### config.mk
export PLATFORM = sky130hd
export DESIGN_NAME = uart_label_writer
export DESIGN_NICKNAME = d
export VERILOG_FILES = /design/src/rtl/uart_label_writer.sv
export SDC_FILE = /design/constraint.sdc
export NUM_CORES = 1
export LEC_CHECK = 0
export ABC_AREA = 1
export CAP_MARGIN = 20
export CELL_PAD_IN_SITES_DETAIL_PLACEMENT = 0
export CELL_PAD_IN_SITES_GLOBAL_PLACEMENT = 1
export CORE_UTILIZATION = 36
export DETAILED_ROUTE_END_ITERATION = 6
export PLACE_DENSITY_LB_ADDON = 0.3
export SLEW_MARGIN = 20
export SYNTH_ARGS = -nofsm -noshare
export SYNTH_HDL_FRONTEND = slang
export SYNTH_SLANG_ARGS = --single-unit
### constraint.sdc
create_clock -name i_clk -period 1.8 [get_ports i_clk]
set_input_delay 0.36 -clock i_clk [delete_from_list [all_inputs] [get_ports i_clk]]
set_output_delay 0.36 -clock i_clk [all_outputs]
set_load 0.005 [all_outputs]
### src/rtl/uart_label_writer.sv
// Converts a UART byte stream into label RAM writes, with escape sequences
// that reposition the cursor and a form-feed byte that sweeps the RAM clear.
module uart_label_writer #(
  parameter int unsigned ADDR_W     = 8,
  parameter logic [7:0]  CLEAR_CHAR = 8'h20
) (
  input  logic              i_clk,
  input  logic              i_rst,
  input  logic              i_wr,
  input  logic [7:0]        i_data,
  input  logic              i_flag_clr,
  output logic              o_we,
  output logic [ADDR_W-1:0] o_addr,
  output logic [7:0]        o_din,
  output logic [ADDR_W-1:0] o_cursor,
  output logic              o_busy,
  output logic              o_err,
  output logic              o_overrun
);

  localparam logic [7:0]        BYTE_ESC  = 8'h1B;
  localparam logic [7:0]        BYTE_FF   = 8'h0C;
  localparam logic [7:0]        BYTE_SETA = 8'h41;
  localparam logic [ADDR_W-1:0] ADDR_MAX  = {ADDR_W{1'b1}};

  typedef enum logic [1:0] {
    S_IDLE,
    S_ESC,
    S_SETADDR,
    S_CLEAR
  } state_t;

  state_t              r_state;
  logic [ADDR_W-1:0]   r_cursor;
  logic [ADDR_W-1:0]   r_sweep;
  logic                r_we;
  logic [ADDR_W-1:0]   r_addr;
  logic [7:0]          r_din;
  logic                r_busy;
  logic                r_err;
  logic                r_overrun;

  state_t              w_state_n;
  logic [ADDR_W-1:0]   w_cursor_n;
  logic [ADDR_W-1:0]   w_sweep_n;
  logic                w_we_n;
  logic [ADDR_W-1:0]   w_addr_n;
  logic [7:0]          w_din_n;
  logic                w_busy_n;
  logic                w_err_n;
  logic                w_overrun_n;
  logic                w_err_set;
  logic                w_overrun_set;

  // State and registered outputs
  always_ff @(posedge i_clk) begin
    if (i_rst) begin
      r_state   <= S_IDLE;
      r_cursor  <= '0;
      r_sweep   <= '0;
      r_we      <= 1'b0;
      r_addr    <= '0;
      r_din     <= 8'h00;
      r_busy    <= 1'b0;
      r_err     <= 1'b0;
      r_overrun <= 1'b0;
    end else begin
      r_state   <= w_state_n;
      r_cursor  <= w_cursor_n;
      r_sweep   <= w_sweep_n;
      r_we      <= w_we_n;
      r_addr    <= w_addr_n;
      r_din     <= w_din_n;
      r_busy    <= w_busy_n;
      r_err     <= w_err_n;
      r_overrun <= w_overrun_n;
    end
  end

  // Next-state and next-output decode
  always_comb begin
    w_state_n     = r_state;
    w_cursor_n    = r_cursor;
    w_sweep_n     = r_sweep;
    w_we_n        = 1'b0;
    w_addr_n      = r_addr;
    w_din_n       = r_din;
    w_err_set     = 1'b0;
    w_overrun_set = 1'b0;

    unique case (r_state)
      S_IDLE: begin
        if (i_wr) begin
          if (i_data == BYTE_ESC) begin
            w_state_n = S_ESC;
          end else if (i_data == BYTE_FF) begin
            // First sweep write is issued on the entry edge itself
            w_state_n = S_CLEAR;
            w_sweep_n = '0;
            w_we_n    = 1'b1;
            w_addr_n  = '0;
            w_din_n   = CLEAR_CHAR;
          end else begin
            w_we_n     = 1'b1;
            w_addr_n   = r_cursor;
            w_din_n    = i_data;
            w_cursor_n = r_cursor + ADDR_W'(1);
          end
        end
      end

      S_ESC: begin
        if (i_wr) begin
          w_state_n = S_IDLE;
          if (i_data == BYTE_SETA) begin
            w_state_n = S_SETADDR;
          end else if (i_data == BYTE_ESC) begin
            w_we_n     = 1'b1;
            w_addr_n   = r_cursor;
            w_din_n    = BYTE_ESC;
            w_cursor_n = r_cursor + ADDR_W'(1);
          end else begin
            w_err_set = 1'b1;
          end
        end
      end

      S_SETADDR: begin
        if (i_wr) begin
          w_cursor_n = ADDR_W'(i_data);
          w_state_n  = S_IDLE;
        end
      end

      S_CLEAR: begin
        w_overrun_set = i_wr;
        if (r_sweep == ADDR_MAX) begin
          w_state_n  = S_IDLE;
          w_cursor_n = '0;
        end else begin
          w_sweep_n = r_sweep + ADDR_W'(1);
          w_we_n    = 1'b1;
          w_addr_n  = r_sweep + ADDR_W'(1);
          w_din_n   = CLEAR_CHAR;
        end
      end

      default: w_state_n = S_IDLE;
    endcase

    w_busy_n    = (w_state_n == S_CLEAR);
    // Setting a sticky flag wins over a simultaneous clear request
    w_err_n     = w_err_set | (r_err & ~i_flag_clr);
    w_overrun_n = w_overrun_set | (r_overrun & ~i_flag_clr);
  end

  assign o_we      = r_we;
  assign o_addr    = r_addr;
  assign o_din     = r_din;
  assign o_cursor  = r_cursor;
  assign o_busy    = r_busy;
  assign o_err     = r_err;
  assign o_overrun = r_overrun;

endmodule

==> out/results.ini, run 1 <==
[sta]
slew_headroom=0.734
worst_hold_slack_ns=0.477
setup-tns-final_ns=0
clock-skew-final_ns=0.00845
tightestPinTransition_ns=0.398
fmax_mhz=600
slew_violations=0
hold_violations=0
finalCritPeriodShare=0.926
rsz0062_at_grt=no
fin_crit_ns=1.67
final-setup-viol-count=0

[clocking]
hold_buffers=0
cts_tree=yes
clkTransAtPathRegs_ns=0.08
htreeDepth=2
clock_path_buffers=2
cts_buffers=5
clock_latency_ns=0.29
clockRootBuffer=clkbuf_8
cts.sink_count=38

[die]
fp.dieW_um=79.0
num_rows=27
io_pins=40
dieArea_um2=6240
die_h_um=79.0
start_util=0.381
core_area_um2=5610

[final_layout]
drive_above_1_share=0.168
diodes=0
nFillCells=575
regArea_um2=762
final_common_cell=nand2_1
final_core_util=0.519
area_delta_synth_final_pct=36.3
most-common-layout-cells=73 x nand2_1, 54 x nor2_1, 38 x clkdlybuf4s50_1
stdcell_area_um2=2910
multi_input_comb_area_um2=1200
final_nets=405

[power]
internal-power_w=0.00137
max-vdd-ir-drop_v=0.000340
clkPwrFrac=0.328
powerDensity_nw_per_um2=647
p_sw_w=0.000516
switching_share=0.274
pwr-share-seq=0.484
combPwrFrac=0.189
power_leakage_nw=1.29

[worst_setup_path]
crit_type=primary input to register
crit_path_frequent_cell=nand2_1
path_delay_family=simple AND/OR/NAND/NOR gates
crit_chain=clkdlybuf4s50_1, nand2_1, nor2_4, nand2_1, nand2_2, nand3_2, nand2_4, buf_12, o21ai_0, nor2_1
cp_max_fo=11
slowest_delay_ns=0.54
cp_num_buf_inv=2
critPathRequiredTime_ns=2.03
regToRegStartpoint=r_sweep[1]
worstPathArrival_ns=1.90
r2r_cells=10
r2r_end=o_cursor[6]
reg2reg_slack_ns=0.17
setup.worst_path.start_class=primary input
slowest_stage=clkdlybuf4s50_1
endpoint_kind=register

[route]
drt_iter0_drc=133
vias=2291
drtPass1Iterations=4
wl_um=6090
drtAntennaViolNets=0
routedWlPerCell_um=13.1
via_per_inst=4.94
drc=0

[logic_synthesis]
syn-num-nets=340
syn_avg_cell_area_um2=6.55
yosysWarnings=0
synthesis.area_um2=2140
ys_ff_latch=38
synth.distinct_cells=31
ys_seq_area_frac=0.356
synth_cells=326

[placement]
gp_congestion=0.891
place.port_buffers=39
placed_cell_area_um2=2750
dp_hpwl_um=4640

[grt]
first_global_vias=2159
global_route.overflow_total=0
grt_pass1_wl_um=10200
grt_max_degree=24
grt_util_all_layers=0.211
antenna_found_initial=0

[status]
status=complete, no violations

[hold_path]
worstHoldPathType=register to register
worstHoldPathCells=2
hp-start=o_overrun
whs_endpoint=o_overrun

[job]
drv_cap=0

worst reg2reg max path: cells and delay by family (launching register included):
family | cells | cell delay [ns]
flip-flops | 1 | 0.36
adder cells (fa/ha/maj) | 1 | 0.17
AND/OR/NAND/NOR | 9 | 0.99
cell families after synthesis:
logic type               synth area share
AO/OA/AOI/OAI                       0.156
flip-flops                          0.356
buffers and inverters              0.0914
adder cells (fa/ha/maj)            0.0117
AND/OR/NAND/NOR                     0.385
worst max-delay path by stage:
stage	end	slack (ns)	start	depth (start not counted)
floorplan	o_din[2]	0.32	r_sweep[0]	10
global route	r_sweep[1]	0.02	r_sweep[1]	10
CTS	o_din[7]	0.08	i_data[2]	12
finish	o_addr[3]	0.13	i_data[3]	10
global placement	o_addr[0]	-0.18	i_data[2]	12
detailed placement	o_din[7]	-0.22	i_data[2]	12
synthesized netlist by cell type:
library cell | count | share of area
nand4_1 | 3 | 0.0088
o21bai_1 | 3 | 0.011
nor2_4 | 5 | 0.026
clkinv_4 | 1 | 0.0041
o22ai_1 | 1 | 0.0029
o21ai_2 | 2 | 0.0082
dfxtp_1 | 38 | 0.36
nor2_2 | 3 | 0.0088
buf_6 | 2 | 0.011
a22oi_1 | 1 | 0.0035
o21ai_0 | 24 | 0.056
o32ai_1 | 1 | 0.0041
clkbuf_2 | 1 | 0.0023
nand3_1 | 29 | 0.068
inv_1 | 28 | 0.049
nand2_2 | 3 | 0.0088
buf_4 | 1 | 0.0035
nor3_1 | 1 | 0.0023
nand2_1 | 73 | 0.13
inv_2 | 5 | 0.0088
buf_8 | 1 | 0.0070
nor2_1 | 58 | 0.10
nand3b_1 | 1 | 0.0035
nand2_4 | 3 | 0.016
and2_0 | 1 | 0.0029
nand3_2 | 2 | 0.0094
clkbuf_1 | 2 | 0.0035
ha_1 | 2 | 0.012
o21ai_1 | 9 | 0.021
a21oi_1 | 21 | 0.049
buf_2 | 1 | 0.0023
repair_timing:
| action | in CTS | in global routing |
|---|---|---|
| setup endpoints to repair | 0 | 15 |
| gates resized for setup | 0 | 17 |
| buffers inserted | 0 | 2 |
state kept, by name, indices dropped and copies added (netlist names):
signal,flops
r_sweep,8
o_overrun,1
o_we,1
o_cursor,8
r_state,2
o_addr,8
o_din,8
o_busy,1
o_err,1
power by group through the flow:
stage	logic (W)	registers (W)	clock network [W]
finish	0.000356	0.000912	0.000617
global route	0.000394	0.000918	0.000675
CTS	0.000348	0.000912	0.000628
detailed placement	0.000346	0.000931	0
global placement	0.000346	0.000932	0
floorplan	0.000170	0.000929	0
routing by layer:
| metal | up-vias | part of all wire | track usage |
|---|---|---|---|
| li1 | 1179 | - | - |
| met1 | 1034 | 0.44 | 0.264 |
| met2 | 70 | 0.49 | 0.361 |
| met3 | 8 | 0.057 | 0.0448 |
| met4 | 0 | 0.014 | 0.0655 |
| met5 | - | 0 | 0 |
cell type report:
cell class                      instances  area share
Clock buffer                            6      0.0284
Clock inverter                          2     0.00430
Inverter                               34      0.0473
Multi-Input combinational cell        246       0.413
Sequential cell                        38       0.262
Tap cell                               72      0.0309
Timing Repair Buffer                   66       0.214
through the flow:
step,instances,total power (W),setup WS [ns]
global placement,454,0.00128,-0.185
CTS,462,0.00189,0.0850
global route,464,0.00199,0.0219
finish,464,0.00188,0.134
floorplan,326,0.00110,0.321
detailed placement,454,0.00128,-0.223
Power figures use the tool's default switching activity.
==> inputs of run 2 (changes only) <==
==> constraint.sdc (replaced) <==
create_clock -name i_clk -period 1.8 [get_ports i_clk]
set_input_delay 0.36 -clock i_clk [delete_from_list [all_inputs] [get_ports i_clk]]
set_output_delay 0.36 -clock i_clk [all_outputs]
set_load 0.05 [all_outputs]
==> out/results.ini, run 2 (synthesis results as in run 1) <==
[status]
status=complete, no violations

[route]
wl_um=6490  ; +6.6%
via_per_inst=4.98  ; +0.83%
wl_met2_um=3010  ; +1.7%
routedWlPerCell_um=14.0  ; +6.6%
drt_iter0_drc=155  ; +17%
drtAntennaViolNets=0  ; unchanged
drtPass1Iterations=5  ; +1
highest_layer=met4
dr_wl_met3_um=322  ; -8.0%
drc=0  ; unchanged
drt-met1-wl_um=3020  ; +12%
vias=2310  ; +0.83%

[sta]
slew_headroom=0.711  ; -0.0230
finalCritPeriodShare=0.975  ; +0.0495
tightestPinTransition_ns=0.433  ; +0.0344 ns
hold_violations=0  ; unchanged
clock-skew-final_ns=0.0122  ; +0.00380 ns
fin_crit_ns=1.76  ; +0.0891 ns
fmax_mhz=570  ; -5.1%
slew_violations=0  ; unchanged
final-setup-viol-count=0  ; unchanged
rsz0062_at_grt=no

[worst_setup_path]
cp_num_buf_inv=3  ; +1
cp_max_fo=8  ; -3
crit_type=primary input to register
cp.depth=10  ; unchanged
crit_path_end=r_sweep[2]
slowest_stage=clkdlybuf4s50_1
crit_start=i_data[7]
critPathRequiredTime_ns=1.98  ; -0.05 ns
reg2reg_slack_ns=0.17  ; about the same
r2r_cells=8  ; -2
regToRegStartpoint=r_state[1]
endpoint_kind=register
worstPathArrival_ns=1.94  ; +0.04 ns
r2r_end=r_sweep[2]
setup.worst_path.start_class=primary input
crit_chain=clkdlybuf4s50_1, inv_1, nand2_1, nor2_1, nand3_2, nand2_1, nand2_4, buf_4, a21oi_1, nor2_1
path_delay_family=simple AND/OR/NAND/NOR gates
slowest_delay_ns=0.45  ; -0.09 ns

[clocking]
cts.sink_count=38  ; unchanged
htreeDepth=2  ; unchanged
clock_latency_ns=0.29  ; about the same
clockRootBuffer=clkbuf_8
cts_buffers=5  ; unchanged
clock_path_buffers=2  ; unchanged
cts_tree=yes
clkTransAtPathRegs_ns=0.08  ; about the same

[power]
power_leakage_nw=1.35  ; +4.4%
combPwrFrac=0.207  ; +0.018
clkPwrFrac=0.397  ; +0.069
max-vdd-ir-drop_v=0.000385  ; +13%
pwr-share-seq=0.396  ; -0.088
powerDensity_nw_per_um2=804  ; +24%
p_sw_w=0.000665  ; +29%
internal-power_w=0.00164  ; +20%
switching_share=0.289  ; +0.0148

[grt]
antenna_found_initial=0  ; unchanged
grt_util_all_layers=0.216  ; +0.00438
grt_max_degree=24  ; unchanged
global_route.overflow_total=0  ; unchanged
first_global_vias=2142  ; -0.79%
grt_pass1_wl_um=10400  ; +2.4%

[placement]
placed_cell_area_um2=2680  ; -2.8%
place.port_buffers=39  ; unchanged
dp_hpwl_um=4740  ; +2.0%
gp_congestion=0.956  ; +7.2%
post-place-cells=453  ; -0.22%

[final_layout]
diodes=0  ; unchanged
area_delta_synth_final_pct=34.2
final_common_cell=nand2_1
most-common-layout-cells=73 x nand2_1, 57 x nor2_1, 53 x buf_4
drive_above_1_share=0.235  ; +0.0663
final_nets=405  ; unchanged
stdcell_area_um2=2870  ; -1.6%
fin_cells=464  ; unchanged

[die]
dieArea_um2=6240  ; unchanged
io_pins=40  ; unchanged
fp.dieW_um=79.0  ; unchanged
core_area_um2=5610  ; unchanged
start_util=0.381  ; unchanged
die_h_um=79.0  ; unchanged
num_rows=27  ; unchanged

[job]
drv_cap=0  ; unchanged

[hold_path]
worstHoldPathType=register to register

run 2: worst min-delay path by stage:
stage	end	cells after the start	startpoint
finish	o_err	2	o_err
global route	o_overrun	2	o_overrun
CTS	o_err	2	o_err
detailed placement	o_overrun	2	o_overrun
global placement	o_overrun	2	o_overrun
floorplan	r_sweep[6]	2	r_sweep[6]
run 2: final cells by class:
| cell class | count | area [um2] |
|---|---|---|
| clock buffer | 6 | 82.6 |
| inverter | 34 | 133 |
| tap | 72 | 90.1 |
| multi-input combinational | 247 | 1210 |
| clock inverter | 2 | 60.1 |
| sequential | 38 | 764 |
| fill | 605 | 2740 |
| timing repair buffer | 65 | 528 |
run 2: tightest hold or removal path, cell delays in order, from the launching register on:
cell     delay (ns)
dfxtp_1        0.32
nand2_1        0.06
a21oi_1        0.06
run 2: through the flow:
stage / worst slack, ns / hold slack (ns) / utilization / total power [W] / setup TNS, ns
after global routing: 0.00252 / 0.485 / 0.511 / 0.00239 / 0
final: 0.0444 / 0.475 / 0.511 / 0.00230 / 0
after detailed placement: -0.198 / 0.455 / 0.477 / 0.00140 / -3.87
after CTS: 0.0755 / 0.474 / 0.503 / 0.00230 / 0
after floorplan: 0.182 / 0.490 / - / 0.00123 / 0
after global placement: -0.157 / 0.458 / 0.477 / 0.00140 / -3.71
run 2: power by group through the flow:
stage / logic [W] / registers, W / clock network (W)
2_1_floorplan: 0.000170 / 0.00106 / 0
3_5_place_dp: 0.000469 / 0.000930 / 0
4_1_cts: 0.000471 / 0.000911 / 0.000923
6_report: 0.000478 / 0.000911 / 0.000915
3_3_place_gp: 0.000471 / 0.000929 / 0
5_1_grt: 0.000518 / 0.000917 / 0.000957
run 2: routing by layer:
| layer | up-vias | GRT usage |
|---|---|---|
| li1 | 1189 | - |
| met1 | 1059 | 0.287 |
| met2 | 52 | 0.359 |
| met3 | 10 | 0.0368 |
| met4 | 0 | 0.0545 |
| met5 | - | 0 |
run 2: timing repair:
action / in CTS / in global routing
hold buffers: 0 / 0
hold endpoints to repair: 0 / 0
gates resized for setup: 0 / 9
endpoints found under the setup margin: 0 / 6
setup buffers: 0 / 2
==> inputs of run 3 (changes only) <==
REMOVE_ABC_BUFFERS = 1   (was unset)
==> out/results.ini, run 3 (synthesis results as in run 1) <==
[status]
status=complete, no violations

[placement]
place.port_buffers=39  ; unchanged
placed_cell_area_um2=2710  ; +1.2%
place_ws_ns=-0.192  ; +0.00602 ns
dp_hpwl_um=4910  ; +3.7%
post-place-cells=459  ; +1.3%
gp_congestion=0.873  ; -8.6%

[die]
fp.dieW_um=79.0  ; unchanged
start_util=0.381  ; unchanged
num_rows=27  ; unchanged
dieArea_um2=6240  ; unchanged
die_h_um=79.0  ; unchanged
io_pins=40  ; unchanged
core_area_um2=5610  ; unchanged

[grt]
grt_util_all_layers=0.217  ; +0.00168
global_route.overflow_total=0  ; unchanged
grt_max_degree=16  ; -33%
grt_pass1_wl_um=10200  ; -2.2%
first_global_vias=2088  ; -2.5%
antenna_found_initial=0  ; unchanged

[route]
drtPass1Iterations=4  ; -1
routedWlPerCell_um=13.5  ; -3.2%
drt_iter0_drc=135  ; -13%
drtAntennaViolNets=0  ; unchanged
drc=0  ; unchanged
via_per_inst=4.91  ; -1.5%
wl_um=6340  ; -2.3%
vias=2296  ; -0.61%

[clocking]
clock_latency_ns=0.30  ; about the same
cts_tree=yes
cts.sink_count=38  ; unchanged
clock_path_buffers=2  ; unchanged
cts_setup_buffers=0  ; unchanged
hold_buffers=0  ; unchanged
clkTransAtPathRegs_ns=0.08  ; about the same
clockRootBuffer=clkbuf_8
htreeDepth=2  ; unchanged
cts_buffers=5  ; unchanged

[sta]
fin_crit_ns=1.65  ; -0.106 ns
fmax_mhz=606  ; +6.4%
rsz0062_at_grt=yes
worst_hold_slack_ns=0.474  ; -0.00151 ns
hold_violations=0  ; unchanged
slew_violations=0  ; unchanged
slew_headroom=0.699  ; -0.0118
setup_ws_ns=0.150  ; +0.106 ns
clock-skew-final_ns=0.00706  ; -0.00518 ns
final-setup-viol-count=0  ; unchanged
finalCritPeriodShare=0.916  ; -0.0588
tightestPinTransition_ns=0.450  ; +0.0176 ns

[final_layout]
diodes=0  ; unchanged
final_nets=409  ; +0.99%
area_delta_synth_final_pct=34.3
most-common-layout-cells=74 x nand2_1, 58 x buf_4, 56 x nor2_1
drive_above_1_share=0.235  ; about the same
fin_cells=468  ; +0.86%
final_common_cell=nand2_1
stdcell_area_um2=2870  ; +0.13%

[job]
drv_cap=0  ; unchanged

[worst_setup_path]
endpoint_kind=register
cp_max_fo=9  ; +1
worstPathArrival_ns=1.85  ; -0.09 ns
setup.worst_path.start_class=primary input
crit_type=primary input to register
critPathRequiredTime_ns=2.00  ; +0.02 ns

[power]
power_w=0.00227  ; -1.3%
clkPwrFrac=0.392  ; -0.005
switching_share=0.296  ; +0.00745
combPwrFrac=0.206  ; about the same
max-vdd-ir-drop_v=0.000710  ; +84%
p_sw_w=0.000673  ; +1.2%
internal-power_w=0.00160  ; -2.4%
power_leakage_nw=1.36  ; +0.85%
pwr-share-seq=0.402  ; +0.006
powerDensity_nw_per_um2=792  ; -1.5%

[hold_path]
worstHoldPathType=register to register

[run 3: changes by cell type in the layout (fill, tap and decap cells not counted)]
cell      change
buf_4         +5
dfxtp_1       +3
dfxtp_2       -3
nor2_2        +2
buf_12        -1
clkbuf_8      -1
clkinv_4      +1
nand2_1       +1
nand2_2       -1
nor2_1        -1
nor2_4        -1
[run 3: path summary, 6_finish.rpt]
path              cells past startpoint  startpoint          to  slack, ns
setup reg to reg                     10  r_sweep[1]  r_sweep[1]       0.17
hold / removal                        2   o_overrun   o_overrun       0.47
setup / recovery                      9   i_data[3]   o_addr[7]       0.15
hold reg to reg                       2   o_overrun   o_overrun       0.47
[run 3: power by group through the flow]
stage          combinational, W  sequential, W  clock (W)
2_1_floorplan          0.000147        0.00106          0
3_3_place_gp           0.000465       0.000932          0
3_5_place_dp           0.000464       0.000932          0
4_1_cts                0.000468       0.000913   0.000907
5_1_grt                0.000509       0.000919   0.000932
6_report               0.000468       0.000913   0.000891
[run 3: layout make-up]
class,count,area [um2]
flip-flops and latches,38,761
clock buffers,5,68.8
inverters,34,133
well taps,72,90.1
multi-input cells,247,1200
repair buffers,69,546
clock inverters,3,68.8
fillers,611,2740
[run 3: per-layer routing]
metal / vias up / routed length (um) / GRT usage
met5: - / 0 / 0
met4: 0 / 92 / 0.0818
met3: 6 / 330 / 0.0345
met2: 61 / 3000 / 0.345
met1: 1035 / 2920 / 0.295
li1: 1194 / - / -
[run 3: through the flow]
step,utilization,TNS (ns)
after global placement,0.483,-4.12
after CTS,0.508,0
after global routing,0.512,-0.0297
after floorplan,-,0
after detailed placement,0.483,-4.16
final,0.512,0
[run 3: what timing repair did]
| item | CTS | global route |
|---|---|---|
| gates resized for setup | 0 | 5 |
| hold endpoints to repair | 0 | 0 |
| endpoints found under the setup margin | 0 | 13 |
[run 3: critical path: stages]
cell             delay (ns)
clkdlybuf4s50_1        0.53
nand2_1                0.11
nor2_4                 0.13
nand3_1                0.12
nand3_2                0.11
nand2_4                0.08
buf_4                  0.17
o21ai_0                0.17
nor2_1                 0.06
